**src/rtl/parking_pkg.sv**
```systemverilog
// Shared types for the parking-lot occupancy path: gate sequence states and
// the {a,b} beam-sensor pair encoding.
package parking_pkg;

    typedef enum logic [2:0] {
        IDLE = 3'd0,
        E1   = 3'd1,
        E2   = 3'd2,
        E3   = 3'd3,
        X1   = 3'd4,
        X2   = 3'd5,
        X3   = 3'd6,
        BAD  = 3'd7
    } gate_state_t;

    // Bit 1 is the outer beam (a), bit 0 the inner beam (b); 1 = blocked.
    typedef logic [1:0] sens_t;

    localparam sens_t P_NONE = 2'b00;
    localparam sens_t P_A    = 2'b10;
    localparam sens_t P_AB   = 2'b11;
    localparam sens_t P_B    = 2'b01;

endpackage

```
**src/rtl/gate_decoder.sv**
```systemverilog
// One gate: two-flop synchronizer on the A/B beams followed by the passage
// sequence FSM, which emits a registered one-cycle enter or exit pulse.
module gate_decoder
    import parking_pkg::*;
(
    input  logic clk,
    input  logic reset,
    input  logic a_sens,
    input  logic b_sens,
    output logic enter_evt,
    output logic exit_evt
);

    sens_t       sync_p0;
    sens_t       sync_p1;
    gate_state_t state;

    always_ff @(posedge clk or posedge reset) begin
        if (reset) begin
            sync_p0   <= P_NONE;
            sync_p1   <= P_NONE;
            state     <= IDLE;
            enter_evt <= 1'b0;
            exit_evt  <= 1'b0;
        end else begin
            // sync_p0 may go metastable; only sync_p1 feeds the FSM
            sync_p0   <= {a_sens, b_sens};
            sync_p1   <= sync_p0;
            enter_evt <= 1'b0;
            exit_evt  <= 1'b0;
            case (state)
                IDLE: begin
                    if (sync_p1 == P_A)      state <= E1;
                    else if (sync_p1 == P_B) state <= X1;
                end
                E1: case (sync_p1)
                    P_NONE: state <= IDLE;
                    P_A:    state <= E1;
                    P_AB:   state <= E2;
                    P_B:    state <= BAD;
                endcase
                E2: case (sync_p1)
                    P_NONE: state <= IDLE;
                    P_A:    state <= E1;
                    P_AB:   state <= E2;
                    P_B:    state <= E3;
                endcase
                E3: case (sync_p1)
                    P_NONE: begin
                        state     <= IDLE;
                        enter_evt <= 1'b1;
                    end
                    P_A:    state <= BAD;
                    P_AB:   state <= E2;
                    P_B:    state <= E3;
                endcase
                X1: case (sync_p1)
                    P_NONE: state <= IDLE;
                    P_A:    state <= BAD;
                    P_AB:   state <= X2;
                    P_B:    state <= X1;
                endcase
                X2: case (sync_p1)
                    P_NONE: state <= IDLE;
                    P_A:    state <= X3;
                    P_AB:   state <= X2;
                    P_B:    state <= X1;
                endcase
                X3: case (sync_p1)
                    P_NONE: begin
                        state    <= IDLE;
                        exit_evt <= 1'b1;
                    end
                    P_A:    state <= X3;
                    P_AB:   state <= X2;
                    P_B:    state <= BAD;
                endcase
                BAD: begin
                    if (sync_p1 == P_NONE) state <= IDLE;
                end
                default: state <= IDLE;
            endcase
        end
    end

endmodule

```
**src/rtl/parking_lot_ctrl.sv**
```systemverilog
// Lot occupancy controller: per-gate passage decoders merged into one
// saturating occupancy counter with full/empty/entry-allowed indicators.
module parking_lot_ctrl
    import parking_pkg::*;
#(
    parameter int NUM_GATES = 2,
    parameter int CAPACITY  = 16,
    parameter int CNT_W     = 5
) (
    input  logic                 clk,
    input  logic                 reset,
    input  logic [NUM_GATES-1:0] a_sens,
    input  logic [NUM_GATES-1:0] b_sens,
    output logic [NUM_GATES-1:0] enter_evt,
    output logic [NUM_GATES-1:0] exit_evt,
    output logic [CNT_W-1:0]     occupancy,
    output logic                 full,
    output logic                 empty,
    output logic                 entry_allowed,
    output logic                 overflow,
    output logic                 underflow
);

    localparam int SUM_W = CNT_W + 3;
    localparam logic signed [SUM_W-1:0] CAP_S = SUM_W'(CAPACITY);

    function automatic logic signed [SUM_W-1:0] popcount(input logic [NUM_GATES-1:0] v);
        logic signed [SUM_W-1:0] cnt;
        cnt = '0;
        for (int i = 0; i < NUM_GATES; i++) begin
            if (v[i]) cnt = cnt + SUM_W'(1);
        end
        return cnt;
    endfunction

    function automatic logic [CNT_W-1:0] sat_occ(input logic signed [SUM_W-1:0] v);
        if (v > CAP_S)
            return CNT_W'(CAPACITY);
        else if (v < 0)
            return '0;
        else
            return v[CNT_W-1:0];
    endfunction

    for (genvar g = 0; g < NUM_GATES; g++) begin : g_gate
        gate_decoder u_gate (
            .clk       (clk),
            .reset     (reset),
            .a_sens    (a_sens[g]),
            .b_sens    (b_sens[g]),
            .enter_evt (enter_evt[g]),
            .exit_evt  (exit_evt[g])
        );
    end

    // Entries and exits of the same cycle net out before clamping
    logic signed [SUM_W-1:0] next_p0;

    always_comb begin
        next_p0 = signed'({3'b000, occupancy}) + popcount(enter_evt) - popcount(exit_evt);
    end

    always_ff @(posedge clk or posedge reset) begin
        if (reset) begin
            occupancy <= '0;
            overflow  <= 1'b0;
            underflow <= 1'b0;
        end else begin
            occupancy <= sat_occ(next_p0);
            overflow  <= (next_p0 > CAP_S);
            underflow <= (next_p0 < 0);
        end
    end

    assign full          = (occupancy == CNT_W'(CAPACITY));
    assign empty         = (occupancy == '0);
    assign entry_allowed = !full;

endmodule

```
**config.mk**
```make
export PLATFORM = sky130hd
export DESIGN_NAME = parking_lot_ctrl
export DESIGN_NICKNAME = d
export VERILOG_FILES = /design/src/rtl/parking_pkg.sv /design/src/rtl/gate_decoder.sv /design/src/rtl/parking_lot_ctrl.sv
export SDC_FILE = /design/constraint.sdc
export NUM_CORES = 1
export LEC_CHECK = 0
export ABC_AREA = 1
export CORE_UTILIZATION = 45
export CTS_CLUSTER_SIZE = 16
export DETAILED_ROUTE_END_ITERATION = 12
export GPL_TIMING_DRIVEN = 0
export PLACE_DENSITY = 0.67
export SETUP_SLACK_MARGIN = 0.1
export SLEW_MARGIN = 0
export SYNTH_ARGS = -nofsm -noshare
export SYNTH_HDL_FRONTEND = slang
export SYNTH_HIERARCHICAL = 1
export SYNTH_SLANG_ARGS = --single-unit
```
**constraint.sdc**
```tcl
create_clock -name clk -period 2.9 [get_ports clk]
set_input_delay 0.435 -clock clk [delete_from_list [all_inputs] [get_ports clk]]
set_output_delay 0.435 -clock clk [all_outputs]
set_load 0.005 [all_outputs]
```
# After elaboration in Yosys (flattened, before gate mapping)
# Cells that the tools add are included.
[word_totals]
wordCells = 84
inputBits = 6
register_bits = 25
output_inout_bits = 14
[op_classes]
n_lt_le_gt_ge = 2
n_eq_ne = 25
n_reduce_logical = 8
n_mux = 32
addsub = 4
[ops]
columns = ["operator", "count"]
rows = [
  ["3-bit case mux with 4 select lines", 12],
  ["3-bit case mux with 8 select lines", 2],
  ["3-bit == test, second input constant", 8],
  ["3-bit 2-to-1 mux", 6],
  ["8-bit by 2-bit adder with 8-bit output, second input constant", 2],
  ["8-bit 2-to-1 mux", 2],
  ["3-bit by 2-bit == test with 1-bit output, second input constant", 4],
  ["5-bit 2-to-1 mux", 2],
  ["6-bit by 8-bit adder with 8-bit output", 1],
  ["2-bit == test, second input constant", 4],
  ["8-bit by 6-bit > comparator with 1-bit output, second input constant", 1],
  ["8-bit by 1-bit less-than comparator with 1-bit output, second input constant", 1],
  ["1-bit 2-to-1 mux", 8],
  ["8-bit subtractor", 1],
  ["3-bit by 1-bit == test with 1-bit output, second input constant", 2],
  ["3-bit zero test", 2],
  ["3-bit by 1-bit inequality test with 1-bit output, second input constant", 2],
  ["5-bit == test, second input constant", 1],
  ["5-bit zero test", 1],
  ["2-bit by 1-bit == test with 1-bit output, second input constant", 2],
  ["2-bit zero test", 2],
  ["2-bit by 1-bit inequality test with 1-bit output, second input constant", 2],
  ["2-bit AND reduction", 2],
  ["1-bit zero test", 1],
]

# Longest topological paths before layout
[depth]
word_depth = 8
depth_mapped = 15
depth_no_buf = 15

# By module
# Netlist, hierarchy kept.
[by_module_without_submodules]
columns = ["module", "area_per_inst_um2", "cells_each", "instances", "seq_area_each_um2"]
rows = [
  ["gate_decoder", 474.2, 56, 2, 225.2],
  ["parking_lot_ctrl", 649.4, 90, 1, 175.2],
]

# Least setup slack after synthesis
# OpenSTA, ideal clock, no wires.
[synth_path]
kind = "register -> register"
startpoint = "register g_gate[0].u_gate.exit_evt"
endpoint = "register occupancy[0]"
stages_incl_launch_ff = 15
t_arrival_ns = 2.142
n_path_buf = 0
slack_ns = 0.641
required_ns = 2.784
period_less_slack_ns = 2.259
setup_time_ns = 0.116
cell_sequence = "dfrtp_1 ha_1 ha_1 inv_1 ha_1 inv_1 fa_1 inv_1 nand3_1 nand2_1 nand2_1 nand2_1 nand3_1 nand2_2 nor2_1"
[synth_via]
elab_chain_len = 7
word_cells_on_any_way = 8
cone_classes = "add/sub (2); order compare (2); mux (4)"
[synth_rtl]
columns = ["element", "line", "text"]
rows = [
  ["from (decl)", "gate_decoder.sv:11", "output logic exit_evt"],
  ["from (signal assigned)", "gate_decoder.sv:24", "exit_evt <= 1'b0;"],
  ["from (signal assigned)", "gate_decoder.sv:30", "exit_evt <= 1'b0;"],
  ["from (signal assigned)", "gate_decoder.sv:72", "exit_evt <= 1'b1;"],
  ["1-bit 2-to-1 mux (*)", "parking_lot_ctrl.sv:31", "if (v[i]) cnt = cnt + SUM_W'(1);"],
  ["8-bit by 2-bit adder with 8-bit output", "parking_lot_ctrl.sv:31", ""],
  ["8-bit 2-to-1 mux (*)", "parking_lot_ctrl.sv:31", ""],
  ["8-bit subtractor (*)", "parking_lot_ctrl.sv:60", "next_p0 = signed'({3'b000, occupancy}) + popcount(enter_evt) - popcount(exit_evt);"],
  ["8-bit by 1-bit less-than comparator with 1-bit output", "parking_lot_ctrl.sv:39", "else if (v < 0)"],
  ["5-bit 2-to-1 mux", "parking_lot_ctrl.sv:39", ""],
  ["5-bit 2-to-1 mux (*)", "parking_lot_ctrl.sv:37", "if (v > CAP_S)"],
  ["to (signal assigned)", "parking_lot_ctrl.sv:69", "occupancy <= sat_occ(next_p0);"],
  ["to (decl)", "parking_lot_ctrl.sv:16", "output logic [CNT_W-1:0] occupancy,"],
]
# Every way passes the cells marked *; elsewhere a longest branch is shown, timed or not.
# A chain may end at the register's enable or synchronous reset.

# Worst setup path in the final report
[layout_path]
startpoint = "register g_gate[1].u_gate.enter_evt"
endpoint = "register occupancy[3]"
[layout_via]
elab_chain_len = 6
word_cells_on_any_way = 7
cone_classes = "add/sub (2); order compare (2); mux (3)"
[layout_rtl]
columns = ["element", "line", "text"]
rows = [
  ["from (decl)", "gate_decoder.sv:10", "output logic enter_evt,"],
  ["from (signal assigned)", "gate_decoder.sv:23", "enter_evt <= 1'b0;"],
  ["from (signal assigned)", "gate_decoder.sv:29", "enter_evt <= 1'b0;"],
  ["from (signal assigned)", "gate_decoder.sv:51", "enter_evt <= 1'b1;"],
  ["8-bit 2-to-1 mux (*)", "parking_lot_ctrl.sv:31", ""],
  ["6-bit by 8-bit adder with 8-bit output (*)", "parking_lot_ctrl.sv:60", ""],
  ["8-bit subtractor (*)", "parking_lot_ctrl.sv:60", ""],
  ["8-bit by 1-bit less-than comparator with 1-bit output", "parking_lot_ctrl.sv:39", ""],
  ["5-bit 2-to-1 mux", "parking_lot_ctrl.sv:39", ""],
  ["5-bit 2-to-1 mux (*)", "parking_lot_ctrl.sv:37", ""],
]
# Marks and branches as above.

==> out/metrics.yaml <==
detailed_routing:
  dr.pass1.iters: 4
  post_drt_wl_per_cell_um: 10.3
  drc: 0
  vias: 1258
  antenna_left: 0
  wl_um: 2780
  drtIter0Drc: 31
  viasPerCell: 4.64
yosys:
  yosys-top-cells-count: "nand2_1, inv_1, dfrtp_1"
  yosysMostFrequentCell: "nand2_1"
  yosysTopAreaCell: "dfrtp_1"
  synth_seq_cells: 25
  syn_nets: 230
  synthDistinctLibCells: 19
  synth_cells: 202
  synth_ff_type: "dfrtp_1"
  ys_seq_area_frac: 0.392
  async_flop_share: 1.00
  synth-edff-count: 0
  synth_area_mm2: 0.00160
  synth_area_per_cell_um2: 7.91
  yosys_warnings: 6
  ys_top_cells_by_area: "dfrtp_1, ha_1, nand2_1"
  synth_top_cell_area_share: 0.392
setup_path:
  r2r-start: "g_gate[1].u_gate/enter_evt"
  reg2reg_to: "occupancy[3]"
  cp.required_ns: 3.11
  cp-startpoint: "g_gate[1].u_gate/enter_evt"
  slowest_delay_ns: 0.43
  cp_max_fo: 5
  crit_arrival_ns: 2.67
  crit_type: "reg2reg"
  reg2regPathDepth: 15
  critPathLaunchType: "flop"
  cp_slowest_cell: "dfrtp_1"
  end_kind: "flop"
  crit_chain: "ha_1, inv_1, ha_1, inv_1, ha_1, inv_1, fa_1, inv_1, nand3_1, nand2_1, nand2_1, nand2_1, nand3_1, nand2_2, nor2_1"
  path_buf_inv: 4
  cp_top_family: "adder cells"
  regToRegSetupSlack_ns: 0.44
  crit_path_frequent_cell: "inv_1"
placement:
  place_area_mm2: 0.00185
  place.gp.congestion: 0.877
  numPortBuffers: 19
  dp_hpwl_um: 2320
  dp.cells: 267
global_routing:
  gr-usage-all-layers: 0.176
  grt_pass1_wl_um: 4870
  grt_pass1_vias: 1201
  gr-total-overflow: 0
  grt_max_degree: 15
  antenna_found_initial: 0
timing:
  hold_viol: 0
  setup_viol: 0
  max_slew_margin: 0.753
  rsz0062_at_grt: "no"
  skew_ns: 0.00563
  drv_slew: 0
  tightest_slew_ns: 0.370
  finalCritPeriodShare: 0.847
  tns_ns: 0
  maxClockFrequency_ghz: 0.407
  period_minus_slack_ns: 2.46
clock_network:
  cts_sinks: 25
  clkTransAtPathRegs_ns: 0.13
  max-clock-path-buffers: 2
  clock_latency_ns: 0.31
  cts_hold_buf: 0
  numCtsBuffers: 3
  ctsHtreeMaxLevel: 1
  cts_resized: 0
  cts_tree: "done"
  postCtsSetupBuffers: 0
  root_buffer: "clkbuf_4"
outcome:
  outcome: "finished clean"
final_layout:
  area_growth_pct: 17.2
  nets: 254
  instances_no_fill: 271
  antenna_cells: 0
  final_area_mm2: 0.00187
  drive_gt1_frac: 0.0756
die:
  initial_core_util: 0.475
  core_area_mm2: 0.00336
  dieArea_mm2: 0.00379
  num_rows: 21
  num_io_pins: 20
  dieHeight_um: 61.6
  die_w_um: 61.6
power:
  ir_worst_vdd_mv: 0.332
  p_leak_nw: 0.998
  power_w: 0.00165
  power_density_mw_per_mm2: 882
hold_path:
  min_to: "g_gate[0].u_gate/sync_p1[0]"
  holdPathStages: 0
  hold_path.class: "reg2reg"
  hold_path_startpoint: "g_gate[0].u_gate/sync_p0[0]"
run:
  maxCapViolations: 0
## kinds of logic (layout without fill, tap and decap cells)
kind of cell               Yosys count  in the layout  share of synthesized area
AOI/OAI and AO/OA                   15             15                     0.0564
adders and majority gates           22             22                      0.182
buffers and inverters               47             70                      0.110
DFF                                 25             25                      0.392
and+or+nand+nor                     93             93                      0.260
## how the worst max path moves through the flow
stage                         to  slack (ns)  cells after the start
global route        occupancy[2]        0.21                     15
global placement    occupancy[1]        0.49                     15
floorplan           occupancy[0]        0.64                     14
detailed placement  occupancy[3]        0.43                     15
CTS                 occupancy[3]        0.42                     15
finish              occupancy[3]        0.44                     15
## cells in the final DEF (no fill, tap or decap), drive strengths merged
cell / netlist / routed
a21oi: 3 / 3
and2: 1 / 1
clkbuf: 0 / 3
clkdlybuf4s50: 0 / 19
clkinv: 0 / 1
dfrtp: 25 / 25
fa: 2 / 2
ha: 20 / 20
inv: 47 / 47
nand2: 48 / 48
nand3: 17 / 17
nand4: 5 / 5
nor2: 17 / 17
nor3: 2 / 2
nor4: 2 / 2
o21ai: 10 / 10
o31ai: 2 / 2
or2: 1 / 1
## area by class of cell
class | instances | area, um2
sequential | 25 | 626
fill | 356 | 1490
inverter | 47 | 176
clock inverter | 1 | 5.00
timing repair buffer | 19 | 190
tap | 46 | 57.6
clock buffer | 3 | 22.5
multi-input combinational | 130 | 796
## where the power goes
part	switching [W]	leakage, nW	total, W	internal, W
Combinational	0.000554	0.666	0.000974	0.000419
Clock	0.0000955	0.0177	0.000147	0.0000515
Sequential	0.0000939	0.314	0.000531	0.000437
## layer usage
metal / global-route usage / part of all wire
met1: 0.224 / 0.49
met2: 0.304 / 0.48
met3: 0.0252 / 0.031
met4: 0.0667 / 0.0076
met5: 0 / 0
## registers in the layout (all words and copies together), names as in the netlist
name	cells
g_gate.u_gate/state	6
g_gate.u_gate/enter_evt	2
g_gate.u_gate/exit_evt	2
g_gate.u_gate/sync_p0	4
overflow	1
g_gate.u_gate/sync_p1	4
underflow	1
occupancy	5
## stage by stage
stage	worst slack (ns)	hold slack (ns)	utilization
4_1_cts	0.422	0.366	0.557
3_3_place_gp	0.488	0.333	0.549
5_1_grt	0.211	0.371	0.557
3_5_place_dp	0.432	0.335	0.549
2_1_floorplan	0.641	0.238	-
6_report	0.443	0.363	0.557
(Power assumes the default switching activity.)
